[src/rtl/cpu_writeback.sv]
// Writeback latch, 16x32 register file and two registered read ports.
// Define CPU_WRITEBACK_BYPASS_EN to forward pending writes to reads; otherwise reads flag hazards.
module cpu_writeback (
    input  logic        clk_i,
    input  logic        rst_i,
    input  logic        stall_i,
    input  logic        register_write_enable_i,
    input  logic [3:0]  register_write_index_i,
    input  logic [31:0] result_i,
    input  logic [3:0]  regA_index_i,
    input  logic [3:0]  regB_index_i,
    output logic [31:0] regA_o,
    output logic [31:0] regB_o,
    output logic        hazard_o,
    output logic        wb_valid_o
);

    // Index 0 = $fp, 1 = $sp, 2..15 = $r0..$r13; no entry is hardwired to zero.
    logic [31:0] reg_file [16];

    // Latch valid/index/data: valid means a write is still to be committed on the next edge.
    logic        wb_valid;
    logic [3:0]  wb_index;
    logic [31:0] wb_data;

    logic [31:0] rd_a;
    logic [31:0] rd_b;
    logic        hazard_next;

    logic in_hit_a, in_hit_b, wb_hit_a, wb_hit_b;

    always_comb begin
        in_hit_a = register_write_enable_i && (register_write_index_i == regA_index_i);
        in_hit_b = register_write_enable_i && (register_write_index_i == regB_index_i);
        wb_hit_a = wb_valid && (wb_index == regA_index_i);
        wb_hit_b = wb_valid && (wb_index == regB_index_i);
    end

`ifdef CPU_WRITEBACK_BYPASS_EN
    // The incoming write is younger than the latch, so it wins.
    always_comb begin
        rd_a        = reg_file[regA_index_i];
        rd_b        = reg_file[regB_index_i];
        hazard_next = 1'b0;
        if (in_hit_a)      rd_a = result_i;
        else if (wb_hit_a) rd_a = wb_data;
        if (in_hit_b)      rd_b = result_i;
        else if (wb_hit_b) rd_b = wb_data;
    end
`else
    always_comb begin
        rd_a        = reg_file[regA_index_i];
        rd_b        = reg_file[regB_index_i];
        hazard_next = in_hit_a || in_hit_b || wb_hit_a || wb_hit_b;
    end
`endif

    always_ff @(posedge clk_i or posedge rst_i) begin
        if (rst_i) begin
            for (int i = 0; i < 16; i++) begin
                reg_file[i] <= 32'h0;
            end
            wb_valid <= 1'b0;
            wb_index <= 4'h0;
            wb_data  <= 32'h0;
            regA_o   <= 32'h0;
            regB_o   <= 32'h0;
            hazard_o <= 1'b0;
        end else begin
            // Commit happens regardless of stall; a same-edge capture refills the latch.
            if (wb_valid) begin
                reg_file[wb_index] <= wb_data;
            end
            if (!stall_i) begin
                wb_valid <= register_write_enable_i;
                wb_index <= register_write_index_i;
                wb_data  <= result_i;
                regA_o   <= rd_a;
                regB_o   <= rd_b;
                hazard_o <= hazard_next;
            end else begin
                wb_valid <= 1'b0;
            end
        end
    end

    assign wb_valid_o = wb_valid;

endmodule

[config.mk]
export PLATFORM = sky130hd
export DESIGN_NAME = cpu_writeback
export DESIGN_NICKNAME = d
export VERILOG_FILES = /design/src/rtl/cpu_writeback.sv
export SDC_FILE = /design/constraint.sdc
export NUM_CORES = 1
export LEC_CHECK = 0
export ABC_CLOCK_PERIOD_IN_PS = 22300
export BUFFER_PORTS_ARGS = -buffer_cell sky130_fd_sc_hd__buf_4
export CORE_ASPECT_RATIO = 1.25
export CORE_MARGIN = 2
export CORE_UTILIZATION = 50
export DETAILED_ROUTE_END_ITERATION = 8
export PLACE_DENSITY = 0.71
export REMOVE_ABC_BUFFERS = 1
export SYNTH_ARGS = -nofsm -noshare
export SYNTH_HDL_FRONTEND = slang
export SYNTH_SLANG_ARGS = --single-unit
[constraint.sdc]
create_clock -name clk_i -period 22.3 [get_ports clk_i]
set_input_delay 4.46 -clock clk_i [delete_from_list [all_inputs] [get_ports clk_i]]
set_output_delay 4.46 -clock clk_i [all_outputs]
set_load 0.05 [all_outputs]
After elaboration in Yosys (flattened, before gate mapping) --
Cells that the tools add are included.
Storage, ports and cells: output and inout bits 66, bits in registers 614, bits in latches 0, RAM bits 0, memories 0, bits in read-only memories 0, bits of input ports 48, logic and storage cells 51
Cells by class: shifts and indexed selects 0, mux-type cells 10, order comparisons 4, bitwise logic cells 3, reductions and logical operators 8, divide/modulo/power cells 0, multipliers 0, eq/ne operators 4, add/subtract/negate cells 0
Operators with widths (count):
- 512-bit bitwise mux | 1
- 32-bit binary-select mux with 4-bit select | 2
- 32-bit two-way mux | 5
- 32-bit demux with 4-bit select | 1
- 4-bit equality test | 4
- 5-bit greater-or-equal comparator, second input constant | 3
- 4-bit NOT with 5-bit output | 3
- 1-bit logical AND | 5
- 5-bit by 1-bit less-than comparator with 1-bit output, second input constant | 1
- 1-bit logical OR | 3
- 1-bit two-way mux | 1

Depth between registers and ports, before layout --
word-level depth 6, gate-level depth with buffers 8

Least setup slack after synthesis --
Ideal clock, no wire load.
path kind input port to flip-flop, start input port regA_index_i[1], end register regA_o[19], data required time 22.182 ns, buffers on the path 2, slack 16.473 ns, stages on the path 6, arrival time 5.709 ns, setup time 0.118 ns, cell sequence buf_2 -> buf_4 -> mux4_2 -> o22ai_1 -> a211oi_1 -> a21o_1
Between the ends: word-level cells in the longest chain between the ends 4
Ends and longest elaborated chain:
- start, declared | line 10 | input logic [3:0] regA_index_i,
- 4-bit NOT with 5-bit output (implied by the code) | line 52 | rd_a = reg_file[regA_index_i];
- 32-bit binary-select mux with 4-bit select | line 52
- 32-bit two-way mux (implied by the code) (2 in a row) | line 52
- end signal, assigned | line 78 | regA_o <= rd_a;
- end, declared | line 12 | output logic [31:0] regA_o,
Every way passes these cells. The select of a mux whose other input is x is not followed. A chain may end at the register's enable or synchronous reset.

==> flow_summary_export.csv <==
group,metric,value,unit
routing,num_vias,18060,
sta,min_period,7280,ps
finish,n_fill_cell,4807,
sta,worst_pin_slew,1200,ps
sta,drv_slew,0,
logic_synthesis,synth_seq_cells,614,
floorplanning,dieArea,64430,um^2
floorplanning,initial_utilization,50.41,%
routing,routed-wl-met2,40940,um
clock_network,cts-root-buf,"clkbuf_16",
power,pwr-share-clk,27.9,%
clock_network,cts.sinks,614,
clock_network,ctsHoldBuffers,0,
global_routing,grt_pass1_wl,122700,um
logic_synthesis,syn_inst,1924,
sta,skew,15.15,ps
sta,setup_viol,0,
worst_hold_path,min_from,"regA_o[4]",
floorplanning,rows,102,
setup_path,critPathMaxStageDelay,960,ps
logic_synthesis,yosysWarnings,0,
clock_network,path_clk_slew,60,ps
finish,multi_input_area,14750,um^2
finish,antenna_cells,0,
floorplanning,coreArea,61900,um^2
global_routing,overflow,0,
clock_network,cts_htree_levels,2,
routing,drt_wl_total,79740,um
power,leakagePower,15.42,nW
logic_synthesis,yosys.cell_count.top_type,"dfrtp_1",
setup_path,worstPathCellList,"buf_4, inv_8, buf_4, buf_4, buf_4",
logic_synthesis,synth_top_area_share,49.25,%
finish,regArea,15360,um^2
sta,max-slew-margin-rel,19.39,%
sta,rsz0062_at_grt,"no",
setup_path,critPathRequiredTime,22880,ps
setup_path,critPathLaunchType,"primary input",
routing,route.met3.wl,4333,um
clock_network,cts_buffer_depth,3,
placed_design,io_buffers,113,
routing,met1Wirelength,31110,um
setup_path,r2r-start,"wb_index[0]",
power,switchingPower,1.067,mW
setup_path,critPathCaptureType,"async pin",
status,outcome,"finished, final reports clean",
clock_network,numCtsBuffers,60,
floorplanning,die_h,283.3,um
setup_path,critPathArrivalTime,7850,ps
logic_synthesis,yosysSeqAreaShare,49.25,%
setup_path,rrSetupSlack,19350,ps
floorplanning,die_w,227.4,um
routing,vias_per_cell,6.416,
logic_synthesis,synthTopCellsByArea,"dfrtp_1, mux4_2, mux2_2",
placed_design,gp_congestion,0.7555,
logic_synthesis,syn-mean-instance-area,16.22,um^2
routing,wl_per_cell,28.33,um
setup_path,crit_family,"buffers and inverters",
setup_path,cp.buffers_inverters,5,
clock_network,postCtsSetupRepairBufs,0,
placed_design,dp_hpwl,43690,um
logic_synthesis,synthFlopType,"dfrtp_1",
clock_network,clk_latency,620,ps
sta,finalHoldViolCount,0,
logic_synthesis,async_reset_ff_share,100.0,%
global_routing,grt_antenna_before_repair,0,
floorplanning,ios,114,
power,intPower,2.635,mW
logic_synthesis,yosysTopAreaCell,"dfrtp_1",
setup_path,cp_slowest_cell,"buf_4",
finish,nets,1985,
setup_path,path_class,"in2async",
power,totalPowerFinal,3.703,mW
sta,finalCritPeriodShare,32.64,%
setup_path,crit_fanout,121,
logic_synthesis,synth_edf_count,0,
power,p_per_area,107.9,nW/um^2
worst_hold_path,holdCritPathClass,"reg2reg",
finish,syn_to_final_growth,9.941,%
setup_path,critPathLaunch,"rst_i",
finish,drive_above_1_share,53.66,%
global_routing,grt_max_degree,122,
routing,routed.top_layer,"met4",
job,maxCapViolCount,0,
sta,fin_tns_setup,0,ps
routing,ant_nets,0,
power,share_seq_of_total_power,46.3,%
clock_network,cts_tree,"done",
sta,fmax,0.1374,GHz
routing,drt_iter0_markers,1400,
power,ir_worst_vdd,0.00006513,V
logic_synthesis,syn_area,31200,um^2
clock_network,cts_resized,0,
setup_path,crit_top_cell,"buf_4",
logic_synthesis,ys_types,35,
logic_synthesis,synth_commonest_cells,"dfrtp_1, mux2_2, mux4_2",
power,swShare,28.82,%
power,combinationalPowerShare,25.8,%
global_routing,grt_pass1_vias,20000,
global_routing,gr-usage-all-layers,25.47,%
routing,firstDrtPassIters,5,
routing,drc,0,
## logic make-up (layout without fill, tap and decap cells)
logic type | count (synthesis) | in the layout | share of synthesized area, %
AO/OA/AOI/OAI | 195 | 195 | 4.435
AND/OR/NAND/NOR | 33 | 33 | 0.7179
flip-flops | 614 | 614 | 49.25
buffers and inverters | 198 | 257 | 3.758
multiplexers | 868 | 868 | 41.39
XOR/XNOR | 16 | 16 | 0.4491
## stage by stage
| step | setup WS [ps] | hold slack [ps] | cell area, um^2 | instances | util [%] |
|---|---|---|---|---|---|
| floorplan | 648.2 | 471.2 | 30040 | 1728 | - |
| global placement | 14370 | 464.3 | 32290 | 2707 | 52.18 |
| detailed placement | 14200 | 470.0 | 32290 | 2707 | 52.18 |
| CTS | 14890 | 483.7 | 34300 | 2815 | 55.42 |
| global route | 14460 | 496.9 | 34300 | 2815 | 55.42 |
| finish | 15020 | 480.3 | 34300 | 2815 | 55.42 |
## cells in the final DEF, fill, tap and decap left out, drive strengths merged
cell type,instances
buf,147
a41oi,1
a21o,64
mux2,548
mux4,256
clkbuf,93
nand2b,6
bufinv,3
dfrtp,614
inv,2
nand3,1
nor2,10
mux2i,64
o21ai,1
nor2b,1
nor4,4
o22ai,64
clkinv,12
nand2,3
or3,3
xnor2,4
or2,2
a211oi,64
nor3,1
nand3b,2
xor2,12
o311ai,1
## registers in the layout, indices dropped and copies added (netlist names)
register and flops:
hazard_o 1, regA_o 32, regB_o 32, reg_file 512, wb_data 32, wb_index 4, wb_valid_o 1
## worst paths after layout
path                                       to  cells after the start
worst max-delay path            reg_file[267]                      5
worst min-delay path                regA_o[4]                      1
worst max register to register  reg_file[398]                      4
worst min register to register      regA_o[4]                      1
max in group clk_i                 regB_o[31]                      6
min in group asynchronous          regB_o[16]                      2
## per-layer routing
metal | GRT usage, % | up-vias
met5 | 0 | -
met4 | 10.07 | 0
met3 | 3.764 | 207
met2 | 43.27 | 584
met1 | 32.88 | 9802
li1 | - | 7467
## area by class of cell
class                      count  share of cell area (%)
clock buffer                  93                   5.413
inverter                       2                 0.04377
timing repair buffer         147                   3.272
clock inverter                15                  0.4377
tap                          832                   3.035
sequential                   614                   44.79
multi-input combinational   1112                   43.01
## worst reg2reg max path, delay by kind of cell (launching register included)
| kind | cells | cell delay (ps) |
|---|---|---|
| DFF | 1 | 540 |
| muxes | 1 | 440 |
| and+or+nand+nor | 2 | 1280 |
| buffers and inverters | 1 | 580 |
## power by group through the flow
stage / Clock (mW) / Combinational [mW] / Sequential (mW)
global placement: 0 / 0.934 / 1.68
CTS: 1.05 / 0.965 / 1.71
finish: 1.03 / 0.956 / 1.71
floorplan: 0 / 0.670 / 1.73
detailed placement: 0 / 0.962 / 1.72
global route: 1.10 / 1.02 / 1.76
No activity file was read; power rests on OpenSTA's default activity.
